**config.mk**
```make
export PLATFORM = sky130hd
export DESIGN_NAME = charge_sum
export DESIGN_NICKNAME = d
export VERILOG_FILES = /design/src/rtl/charge_sum.sv
export SDC_FILE = /design/constraint.sdc
export NUM_CORES = 1
export LEC_CHECK = 0
export CAP_MARGIN = 25
export CORE_ASPECT_RATIO = 1.4
export CORE_MARGIN = 5
export CORE_UTILIZATION = 30
export DETAILED_ROUTE_END_ITERATION = 10
export HOLD_SLACK_MARGIN = 0.15
export PLACE_DENSITY = 0.57
export SYNTH_ARGS = -nofsm -noshare
export SYNTH_HDL_FRONTEND = slang
export SYNTH_SLANG_ARGS = --single-unit
```
**constraint.sdc**
```tcl
create_clock -name ACLK -period 5.15 [get_ports ACLK]
set_input_delay 1.03 -clock ACLK [delete_from_list [all_inputs] [get_ports ACLK]]
set_output_delay 1.03 -clock ACLK [all_outputs]
set_load 0.1 [all_outputs]
```
**src/rtl/charge_sum.sv**
```systemverilog
// charge_sum: per-frame sum of baseline-subtracted high-gain samples.
// Optional CHARGE_SUM_SATURATION_EN makes the accumulator saturate instead of wrap.
module charge_sum #(
    parameter int SAMPLE_NUM_PER_CLK = 8,
    parameter int SAMPLE_WIDTH       = 16,
    parameter int TIMESTAMP_WIDTH    = 48,
    parameter int CHARGE_WIDTH       = 32,
    parameter int BEAT_CNT_WIDTH     = 16
) (
    input  logic                                       ACLK,
    input  logic                                       ARESET,
    input  logic                                       STOP,
    input  logic                                       S_AXIS_TVALID,
    input  logic [TIMESTAMP_WIDTH-1:0]                 S_TIMESTAMP,
    input  logic [SAMPLE_NUM_PER_CLK*SAMPLE_WIDTH-1:0] H_GAIN_BASELINE_SUBTRACTED_TDATA,
    output logic [CHARGE_WIDTH+TIMESTAMP_WIDTH+BEAT_CNT_WIDTH-1:0] M_AXIS_TDATA,
    output logic                                       M_AXIS_TVALID,
    input  logic                                       M_AXIS_TREADY,
    output logic [15:0]                                DROP_COUNT
);

    localparam int PW = SAMPLE_WIDTH + $clog2(SAMPLE_NUM_PER_CLK);
    localparam int CW = CHARGE_WIDTH;
    localparam int OW = CHARGE_WIDTH + TIMESTAMP_WIDTH + BEAT_CNT_WIDTH;

    typedef enum logic {EMPTY, FULL} state_t;

    logic                        r_prev_tvalid;
    logic                        r_open;
    logic signed [PW-1:0]        r_psum;
    logic                        r_p_valid;
    logic                        r_p_first;
    logic                        r_p_end;
    logic [TIMESTAMP_WIDTH-1:0]  r_ts;
    logic signed [CW-1:0]        r_acc;
    logic [BEAT_CNT_WIDTH-1:0]   r_cnt;
    logic                        r_sat;
    state_t                      r_state;
    logic [OW-1:0]               r_tdata;
    logic [15:0]                 r_drop;

    logic signed [PW-1:0]        w_beat_sum;
    logic                        w_first;
    logic                        w_beat;
    logic                        w_end;
    logic signed [CW-1:0]        w_psum_ext;
    logic signed [CW-1:0]        w_base;
    logic signed [CW-1:0]        w_sum;
    logic                        w_sat_nxt;
    logic                        w_load;
    logic                        w_take;
    logic                        w_drop;
    state_t                      w_state_nxt;

    // Stage 1: adder tree over the beat's samples
    always_comb begin
        w_beat_sum = '0;
        for (int i = 0; i < SAMPLE_NUM_PER_CLK; i++) begin
            w_beat_sum = w_beat_sum + PW'(signed'(
                H_GAIN_BASELINE_SUBTRACTED_TDATA[i*SAMPLE_WIDTH +: SAMPLE_WIDTH]));
        end
    end

    assign w_first = S_AXIS_TVALID & ~r_prev_tvalid & ~STOP;
    assign w_beat  = S_AXIS_TVALID & ~STOP & (r_open | w_first);
    assign w_end   = ~S_AXIS_TVALID & r_prev_tvalid & r_open & ~STOP;

    // Previous TVALID resets high so a run already in progress is not taken as a new frame
    always_ff @(posedge ACLK) begin
        if (ARESET) begin
            r_prev_tvalid <= 1'b1;
            r_open        <= 1'b0;
            r_psum        <= '0;
            r_p_valid     <= 1'b0;
            r_p_first     <= 1'b0;
            r_p_end       <= 1'b0;
            r_ts          <= '0;
        end else begin
            r_prev_tvalid <= S_AXIS_TVALID;
            if (STOP)
                r_open <= 1'b0;
            else if (w_first)
                r_open <= 1'b1;
            else if (w_end)
                r_open <= 1'b0;
            r_psum    <= w_beat ? w_beat_sum : '0;
            r_p_valid <= w_beat;
            r_p_first <= w_first;
            r_p_end   <= w_end;
            if (w_first)
                r_ts <= S_TIMESTAMP;
        end
    end

    // Stage 2: frame accumulator
    assign w_psum_ext = CW'(r_psum);
    assign w_base     = r_p_first ? '0 : r_acc;

`ifdef CHARGE_SUM_SATURATION_EN
    logic signed [CW:0] w_wide;
    logic               w_ovf;
    logic               w_hold;

    assign w_wide = (CW+1)'(w_base) + (CW+1)'(w_psum_ext);
    assign w_ovf  = w_wide[CW] != w_wide[CW-1];
    assign w_hold = r_sat & ~r_p_first;

    always_comb begin
        w_sat_nxt = w_hold;
        w_sum     = w_wide[CW-1:0];
        if (w_hold) begin
            w_sum = r_acc;
        end else if (w_ovf) begin
            w_sat_nxt = 1'b1;
            w_sum     = w_wide[CW] ? {1'b1, {(CW-1){1'b0}}}
                                   : {1'b0, {(CW-1){1'b1}}};
        end
    end
`else
    assign w_sum     = w_base + w_psum_ext;
    assign w_sat_nxt = 1'b0;
`endif

    always_ff @(posedge ACLK) begin
        if (ARESET) begin
            r_acc <= '0;
            r_cnt <= '0;
            r_sat <= 1'b0;
        end else if (!STOP && r_p_valid) begin
            r_acc <= w_sum;
            r_sat <= w_sat_nxt;
            if (r_p_first)
                r_cnt <= BEAT_CNT_WIDTH'(1);
            else if (r_cnt != '1)
                r_cnt <= r_cnt + BEAT_CNT_WIDTH'(1);
        end
    end

    // Output buffer: psum is zero on the end cycle, so w_sum is the final charge
    assign w_load = r_p_end & ~STOP;

    always_ff @(posedge ACLK) begin
        if (ARESET)
            r_state <= EMPTY;
        else
            r_state <= w_state_nxt;
    end

    always_comb begin
        w_state_nxt = r_state;
        unique case (r_state)
            EMPTY: if (w_load) w_state_nxt = FULL;
            FULL:  if (!w_load && M_AXIS_TREADY) w_state_nxt = EMPTY;
            default: w_state_nxt = EMPTY;
        endcase
    end

    always_comb begin
        M_AXIS_TVALID = (r_state == FULL);
        w_take = w_load & ((r_state == EMPTY) | M_AXIS_TREADY);
        w_drop = w_load & (r_state == FULL) & ~M_AXIS_TREADY;
    end

    always_ff @(posedge ACLK) begin
        if (ARESET) begin
            r_tdata <= '0;
            r_drop  <= '0;
        end else begin
            if (w_take)
                r_tdata <= {w_sum, r_ts, r_cnt};
            if (w_drop && r_drop != 16'hFFFF)
                r_drop <= r_drop + 16'd1;
        end
    end

    assign M_AXIS_TDATA = r_tdata;
    assign DROP_COUNT   = r_drop;

endmodule

```
After elaboration in Yosys (flattened, before gate mapping)
Cells that the tools add are included.
{ "word_totals": {"regBits": 233, "in_bits": 181, "output_inout_bits": 113, "wordCells": 61} }
{ "classes": {"n_addsub": 10, "n_eq_ne": 2, "mux": 8, "bitwise": 19, "reduce_logical": 10} }
{ "op_table": {"columns": ["op", "count"], "rows": [
  ["adder 19 x 16 -> 19 bit", 4],
  ["adder 16 x 1 -> 16 bit, second input constant", 2],
  ["adder 32 x 19 -> 32 bit", 1],
  ["two-way mux 16 bit", 2],
  ["two-way mux 32 bit", 1],
  ["!= test 16 bit, second input constant", 2],
  ["adder 18 x 16 -> 19 bit", 1],
  ["adder 17 x 16 -> 18 bit", 1],
  ["adder 16 x 16 -> 17 bit", 1],
  ["AND 1 bit", 11],
  ["inverter 1 bit", 6],
  ["two-way mux 1 bit", 4],
  ["nonzero test 2 bit", 2],
  ["OR reduction 2 bit", 2],
  ["logical AND 1 bit", 3],
  ["logical NOT 1 bit", 2],
  ["OR 1 bit", 2],
  ["one-hot mux 1 bit (2 select lines)", 1],
  ["AND reduction 2 bit", 1]
]} }

Longest topological paths before layout
Gate-level depths: netlist of the first run.
{ "depth": {"word_depth": 7, "mapped_depth": 18, "mapped_depth_nobuf": 18} }

Worst setup path before layout of the first run
Ideal clock, no wire load.
{ "synth_timing": {"path_type": "input to register", "start": "input H_GAIN_BASELINE_SUBTRACTED_TDATA[3]", "end": "register r_psum[15]", "setup_ns": 0.128, "arrival_time_ns": 5.185, "required_ns": 5.022, "setup_slack_ns": -0.163, "path_stages": 17, "path_buffers": 0, "cell_sequence": "inv_1 -> fa_1 -> inv_1 -> fa_1 -> fa_1 -> inv_1 -> fa_1 -> inv_1 -> ha_1 -> a21o_1 -> a21o_1 -> a2111oi_0 -> o311ai_1 -> a21o_1 -> a21oi_1 -> xor2_1 -> nor2_1"} }
{ "synth_between": {"elab_chain_len": 7} }
{ "synth_rtl": {"columns": ["element", "line_no", "source"], "rows": [
  ["from (decl)", "15", "input logic [SAMPLE_NUM_PER_CLK*SAMPLE_WIDTH-1:0] H_GAIN_BASELINE_SUBTRACTED_TDATA,"],
  ["adder 16 x 16 -> 17 bit", "59", "w_beat_sum = w_beat_sum + PW'(signed'("],
  ["adder 17 x 16 -> 18 bit", "59", null],
  ["adder 18 x 16 -> 19 bit", "59", null],
  ["adder 19 x 16 -> 19 bit (4 in a row)", "59", null],
  ["to (signal assigned)", "86", "r_psum <= w_beat ? w_beat_sum : '0;"],
  ["to (decl)", "30", "logic signed [PW-1:0] r_psum;"]
]} }
Every way passes these cells.
A chain may end at the register's enable or synchronous reset.

Final worst setup path of the first run
{ "layout_timing": {"start": "input H_GAIN_BASELINE_SUBTRACTED_TDATA[4]", "end": "register r_psum[15]"} }
The elaborated chain is that of the path after synthesis.

==> results_dict.tcl, run 1 <==
set metrics [dict create \
    diodes 0 \
    cts-htree-levels 1 \
    avgSynthCellArea_sq_um 8.07 \
    finalHoldViolations 0 \
    power_frac_clock_pct 27.2 \
    grt_first_pass_wirelength_um 61000 \
    via_per_inst 4.59 \
    internal_power_mw 4.67 \
    cp-end-kind "register" \
    die_h_um 263 \
    grt_pass1_vias 12200 \
    syn-cell-area_sq_um 13700 \
    min_from "r_acc[16]" \
    synthCells 1703 \
    leakage_nw 7.69 \
    cts.sinks 233 \
    synth_seq_area_share_pct 33.9 \
    final_cells 2609 \
    drc 0 \
    start_util_pct 30.4 \
    seqPwrFrac_pct 26.5 \
    port-buffer-count 293 \
    power.density_nw_per_um2 378 \
    tns_ps 0 \
    synthArstFlopShare_pct 0 \
    arrival_ps 5360 \
    placed_cell_area_sq_um 17500 \
    worstSetupPathType "input pin to register" \
    crit_start "H_GAIN_BASELINE_SUBTRACTED_TDATA[4]" \
    final_area_sq_um 18500 \
    final_nets 2314 \
    status "finished, final reports clean" \
    overflow 0 \
    grt_max_degree 135 \
    fin_hold_ws_ps 448 \
    drv_cap 0 \
    synth_seq_cells 233 \
    drtAntennaViolNets 0 \
    combPwrFrac_pct 46.3 \
    grt_usage_pct 14.4 \
    rows 92 \
    startpoint_type "input pin" \
    drive_gt1_share_pct 7.26 \
    cts_buffers 24 \
    slew_headroom_pct 27.6 \
    synth_edf_count 0 \
    clock-root-buffer "clkbuf_16" \
    post-route-period-util_pct 96.6 \
    wl_per_cell_um 14.3 \
    drt_iter0_markers 398 \
    gp_congestion 0.858 \
    holdCritPathClass "register to register" \
    ys_types 67 \
    placed_cells_incl_taps 2560 \
    synth_flop_cell "dfxtp_1" \
    dp_hpwl_um 28800 \
    antenna_found_initial 0 \
    postCtsHoldBufs 0 \
    worst_slew_pin_slew_ps 1080 \
    insertion_delay_ps 540 \
    fmax_ghz 0.201 \
    power.total_mw 7.01 \
    clk_path_buf_depth 3 \
    worst-r2r-setup-slack_ps 1770 \
    die_x_um 191 \
    finClkSkew_ps 12.7 \
    cts.clk_slew.worst_paths_ps 60 \
    firstDrtPassIters 5 \
    core_area_sq_um 45200 \
    cts_tree "done" \
    synth_fp_nets 2036 \
    yosysWarnings 0 \
    num_vias 12000 \
    rr_startpoint "r_p_first" \
    p_sw_share_pct 33.3 \
    p_sw_mw 2.33 \
    io_pins 294 \
    die_area_sq_um 50300 \
    area_growth_pct 34.8 \
    wl_um 37400 \
    crit_fanout 3 \
    finalSetupViolations 0 \
    required_ps 5540 \
    period_minus_slack_ps 4970 \
    peakVddDrop_mv 0.226 \
    report.final.slew_viol_count 0 \
]
flip-flops by register name, indices dropped and copies added, names as in the netlist:
name and flops:
DROP_COUNT 16, M_AXIS_TDATA 96, M_AXIS_TVALID 1, r_acc 32
r_cnt 16, r_open 1, r_p_end 1, r_p_first 1
r_p_valid 1, r_prev_tvalid 1, r_psum 19, r_ts 48
path summary, 6_finish.rpt:
| kind | to | cells after the start |
|---|---|---|
| min reg2reg | r_acc[16] | 2 |
| min | r_acc[16] | 2 |
| max | r_psum[15] | 15 |
| max reg2reg | M_AXIS_TDATA[90] | 11 |
metrics by stage:
step	setup slack [ps]	utilization, %
4_1_cts	4.75	40.6
2_1_floorplan	-13.8	-
6_report	177	40.9
5_1_grt	-20.4	40.9
3_3_place_gp	-812	38.5
3_5_place_dp	-815	38.6
kinds of logic after synthesis:
| kind of cell | Yosys count | synth area share, % |
|---|---|---|
| AND/OR/NAND/NOR | 598 | 19.4 |
| AO/OA/AOI/OAI | 329 | 14.2 |
| buffers and inverters | 325 | 8.93 |
| flip-flops | 233 | 33.9 |
| adder cells (fa/ha/maj) | 152 | 19.3 |
| XOR/XNOR | 61 | 3.89 |
| multiplexers | 5 | 0.364 |
cells in the mapped netlist, types with 7 or more instances:
cell type / number / area (sq um)
a211oi_1: 12 / 90.1
a21o_1: 24 / 180
a21oi_1: 203 / 1020
a31oi_1: 7 / 43.8
and3_1: 10 / 62.6
clkbuf_1: 72 / 270
dfxtp_1: 233 / 4660
fa_1: 100 / 2000
ha_1: 52 / 651
inv_1: 243 / 912
nand2_1: 346 / 1300
nand2b_1: 13 / 81.3
nand3_1: 39 / 195
nand4_1: 16 / 100
nor2_1: 77 / 289
nor2b_1: 34 / 213
nor3_1: 11 / 55.1
nor4b_1: 7 / 61.3
o21ai_0: 34 / 170
or3_1: 11 / 68.8
xnor2_1: 35 / 307
xor2_1: 26 / 228
cell type report:
| type | count | area (sq um) |
|---|---|---|
| fill | 4646 | 26700 |
| tap | 611 | 764 |
| inverter | 243 | 912 |
| timing repair buffer | 334 | 3320 |
| sequential | 233 | 4660 |
| clock inverter | 12 | 184 |
| multi-input combinational | 1145 | 7990 |
| clock buffer | 31 | 687 |
critical path, stage by stage:
cell	delay (ps)
clkdlybuf4s50_1	450
inv_1	50
fa_1	530
inv_1	50
fa_1	500
fa_1	520
fa_1	600
ha_4	220
a21o_1	210
a2111oi_4	420
o311ai_2	200
a21o_1	210
a21oi_2	140
xor2_1	170
nor2_1	50
routing by layer:
layer / vias up / GRT usage (%) / routed length, um
met5: - / 0 / 0
met4: 0 / 4.86 / 1160
met3: 54 / 2.29 / 2290
met2: 306 / 26.6 / 19100
met1: 5608 / 16.9 / 14900
li1: 6017 / - / -
placed cells by master (no fill, tap or decap), types with 12 or more instances in the layout:
cell type / count
nand4_1: 16
nand3_1: 39
nand2b_1: 12
nor2b_1: 32
clkbuf_16: 24
inv_2: 22
o21ai_0: 31
nand2_1: 346
fa_1: 95
xor2_1: 26
inv_1: 221
ha_1: 48
dlymetal6s2s_1: 12
xnor2_1: 35
clkdlybuf4s50_1: 276
buf_4: 37
a21o_1: 24
dfxtp_1: 233
nor2_1: 74
a21oi_1: 201
what timing repair did:
action,4_1_cts,5_1_grt
resized for setup,14,47
pin swaps,17,32
endpoints found under the setup margin,7,7
setup buffers,1,4
power by group through the flow:
stage | clock (mW) | sequential (mW) | combinational (mW)
2_1_floorplan | 0 | 1.88 | 1.97
6_report | 1.90 | 1.86 | 3.24
4_1_cts | 1.96 | 1.86 | 3.07
5_1_grt | 2.04 | 1.86 | 3.74
3_5_place_dp | 0 | 1.90 | 2.99
3_3_place_gp | 0 | 1.90 | 2.96
No activity file was read; power rests on OpenSTA's default activity.
==> run 2, diff against run 1 <==
--- a/config.mk
+++ b/config.mk
@@ -6,7 +6,7 @@
 export NUM_CORES = 1
 export LEC_CHECK = 0
 export CAP_MARGIN = 25
-export CORE_ASPECT_RATIO = 1.4
+export CORE_ASPECT_RATIO = 0.6
 export CORE_MARGIN = 5
 export CORE_UTILIZATION = 30
 export DETAILED_ROUTE_END_ITERATION = 10
==> constraint.sdc (replaced) <==
create_clock -name ACLK -period 4.5 [get_ports ACLK]
set_input_delay 0.9 -clock ACLK [delete_from_list [all_inputs] [get_ports ACLK]]
set_output_delay 0.9 -clock ACLK [all_outputs]
set_load 0.1 [all_outputs]
==> run 2 against run 1 <==
Against the previous run: the flow now finishes with violations (negative setup slack); register-to-register slack worse by 880 ps; sequential power is 14% higher; first-iteration DRC count is 77% higher; combinational power is 41% higher; largest cell class unchanged; largest power group unchanged.
==> results_dict.tcl, run 2 (synthesized netlist as in run 1, its figures left out) <==
set metrics [dict create \
    die_h_um 176 \
    cp-end-kind "register" \
    wl_um 39300 \
    violations "negative setup slack" \
    r2r_end "M_AXIS_TDATA[87]" \
    area_growth_pct 36.6 \
    reg2reg_depth 11 \
    min_from "r_acc[4]" \
    leakage_nw 7.78 \
    grt_pass1_vias 12000 \
    die_x_um 286 \
    final_cells 2605 \
    grt_usage_pct 15.2 \
    layout_common_cells "342 x nand2_1, 261 x clkdlybuf4s50_1, 233 x dfxtp_1, 203 x inv_1, 197 x a21oi_1" \
    crit_chain "clkdlybuf4s50_1, inv_1, fa_1, inv_1, fa_1, fa_1, inv_2, fa_1, inv_2, ha_4, a21o_1, a211oi_4, o211a_1, nor2_2, a31oi_1, xor2_1, nor2_1" \
    grt_first_pass_wirelength_um 63300 \
    io_pins 294 \
    rr_startpoint "r_p_first" \
    startpoint_type "input pin" \
    clock-root-buffer "clkbuf_16" \
    wl_per_cell_um 15.1 \
    final_area_sq_um 18800 \
    peakVddDrop_mv 0.510 \
    critical-path-top-delay-family "adder cells" \
    holdCritPathClass "register to register" \
    worst_slew_pin_slew_ps 1090 \
    clk_path_buf_depth 3 \
    dp_hpwl_um 29900 \
    cts.sinks 233 \
    firstDrtPassIters 5 \
    place_ws_ps -1180 \
    insertion_delay_ps 540 \
    hold_depth 2 \
    drt_iter0_markers 704 \
    rsz0062_at_grt "true" \
    placed_cells_incl_taps 2555 \
    crit_path_max_incr_delay_ps 540 \
    fin_hold_ws_ps 449 \
    setup_ws_ps -100 \
    final_common_cell "nand2_1" \
    period_minus_slack_ps 4600 \
    rows 60 \
    slew_headroom_pct 27.1 \
    final_nets 2332 \
    finalSetupViolations 6 \
    drtAntennaViolNets 0 \
    min_to "r_acc[4]" \
    cts-htree-levels 1 \
    num_vias 12100 \
    drc 0 \
    fmax_ghz 0.217 \
    placed_cell_area_sq_um 17800 \
    worstSetupPathType "input pin to register" \
    core_area_sq_um 45000 \
    post-route-util_pct 41.7 \
    finClkSkew_ps 15.6 \
    arrival_ps 5020 \
    port-buffer-count 293 \
    cts.clk_slew.worst_paths_ps 60 \
    largest_reg_flops 96 \
    grt_max_degree 92 \
    gp_congestion 0.864 \
    power.total_mw 8.72 \
    tns_ps -324 \
    status "finished with violations" \
    required_ps 4920 \
    crit_fanout 3 \
    report.final.slew_viol_count 0 \
    finalHoldViolations 0 \
    power.density_nw_per_um2 465 \
    overflow 0 \
    drv_cap 0 \
    critPathMostFrequentCell "fa_1" \
    cts_buffers 24 \
    worst-r2r-setup-slack_ps 890 \
    antenna_found_initial 0 \
    post-route-period-util_pct 102 \
    cp_slowest_cell "fa_1" \
    cts_tree "done" \
    start_util_pct 30.5 \
    die_area_sq_um 50300 \
    via_per_inst 4.64 \
    drive_gt1_share_pct 10.4 \
    diodes 0 \
    postCtsHoldBufs 0 \
    cp_num_buf_inv 5 \
]
==> run 2: cell types whose count changed in the layout (fill, tap and decap cells not counted), moves of 6 or more <==
cell and delta:
ha_1 -6, ha_4 +6, inv_1 -18, buf_4 +13
inv_2 +16, clkdlybuf4s50_1 -15
==> run 2: metal layers <==
layer | part of all wire, % | track usage, %
met5 | 0 | 0
met1 | 48 | 21.5
met2 | 46 | 25.1
met3 | 3.9 | 2.53
met4 | 1.5 | 2.42
==> run 2: how the worst max path moves through the flow <==
stage / endpoint / startpoint / slack [ps] / depth (start not counted)
after floorplan: r_psum[16] / H_GAIN_BASELINE_SUBTRACTED_TDATA[82] / -270 / 18
after global placement: r_psum[18] / H_GAIN_BASELINE_SUBTRACTED_TDATA[82] / -1120 / 19
after detailed placement: r_psum[18] / H_GAIN_BASELINE_SUBTRACTED_TDATA[82] / -1180 / 19
after CTS: r_psum[18] / H_GAIN_BASELINE_SUBTRACTED_TDATA[34] / -220 / 19
after global routing: r_psum[18] / H_GAIN_BASELINE_SUBTRACTED_TDATA[34] / -220 / 19
final: r_psum[16] / H_GAIN_BASELINE_SUBTRACTED_TDATA[53] / -100 / 17
==> run 2: where the power goes <==
group / switching [mW] / internal [mW]
Sequential: 0.0257 / 2.10
Combinational: 2.18 / 2.40
Clock: 0.883 / 1.14
Total: 3.09 / 5.64
==> run 2: area by class of cell <==
class | count | area (sq um)
fill | 4516 | 26300
multi-input combinational | 1145 | 8160
sequential | 233 | 4660
timing repair buffer | 352 | 3500
inverter | 243 | 927
tap | 589 | 737
clock buffer | 31 | 647
clock inverter | 12 | 140
==> run 2: worst min-delay path: cells and delay by family (launching register included) <==
family | cells | cell delay (ps)
AOI/OAI and AO/OA | 1 | 50
and+or+nand+nor | 1 | 50
DFF | 1 | 310
==> run 2: repair_timing <==
item,CTS,global route
pin swaps,47,45
setup buffers,2,4
setup endpoints to repair,12,11
resized for setup,76,65
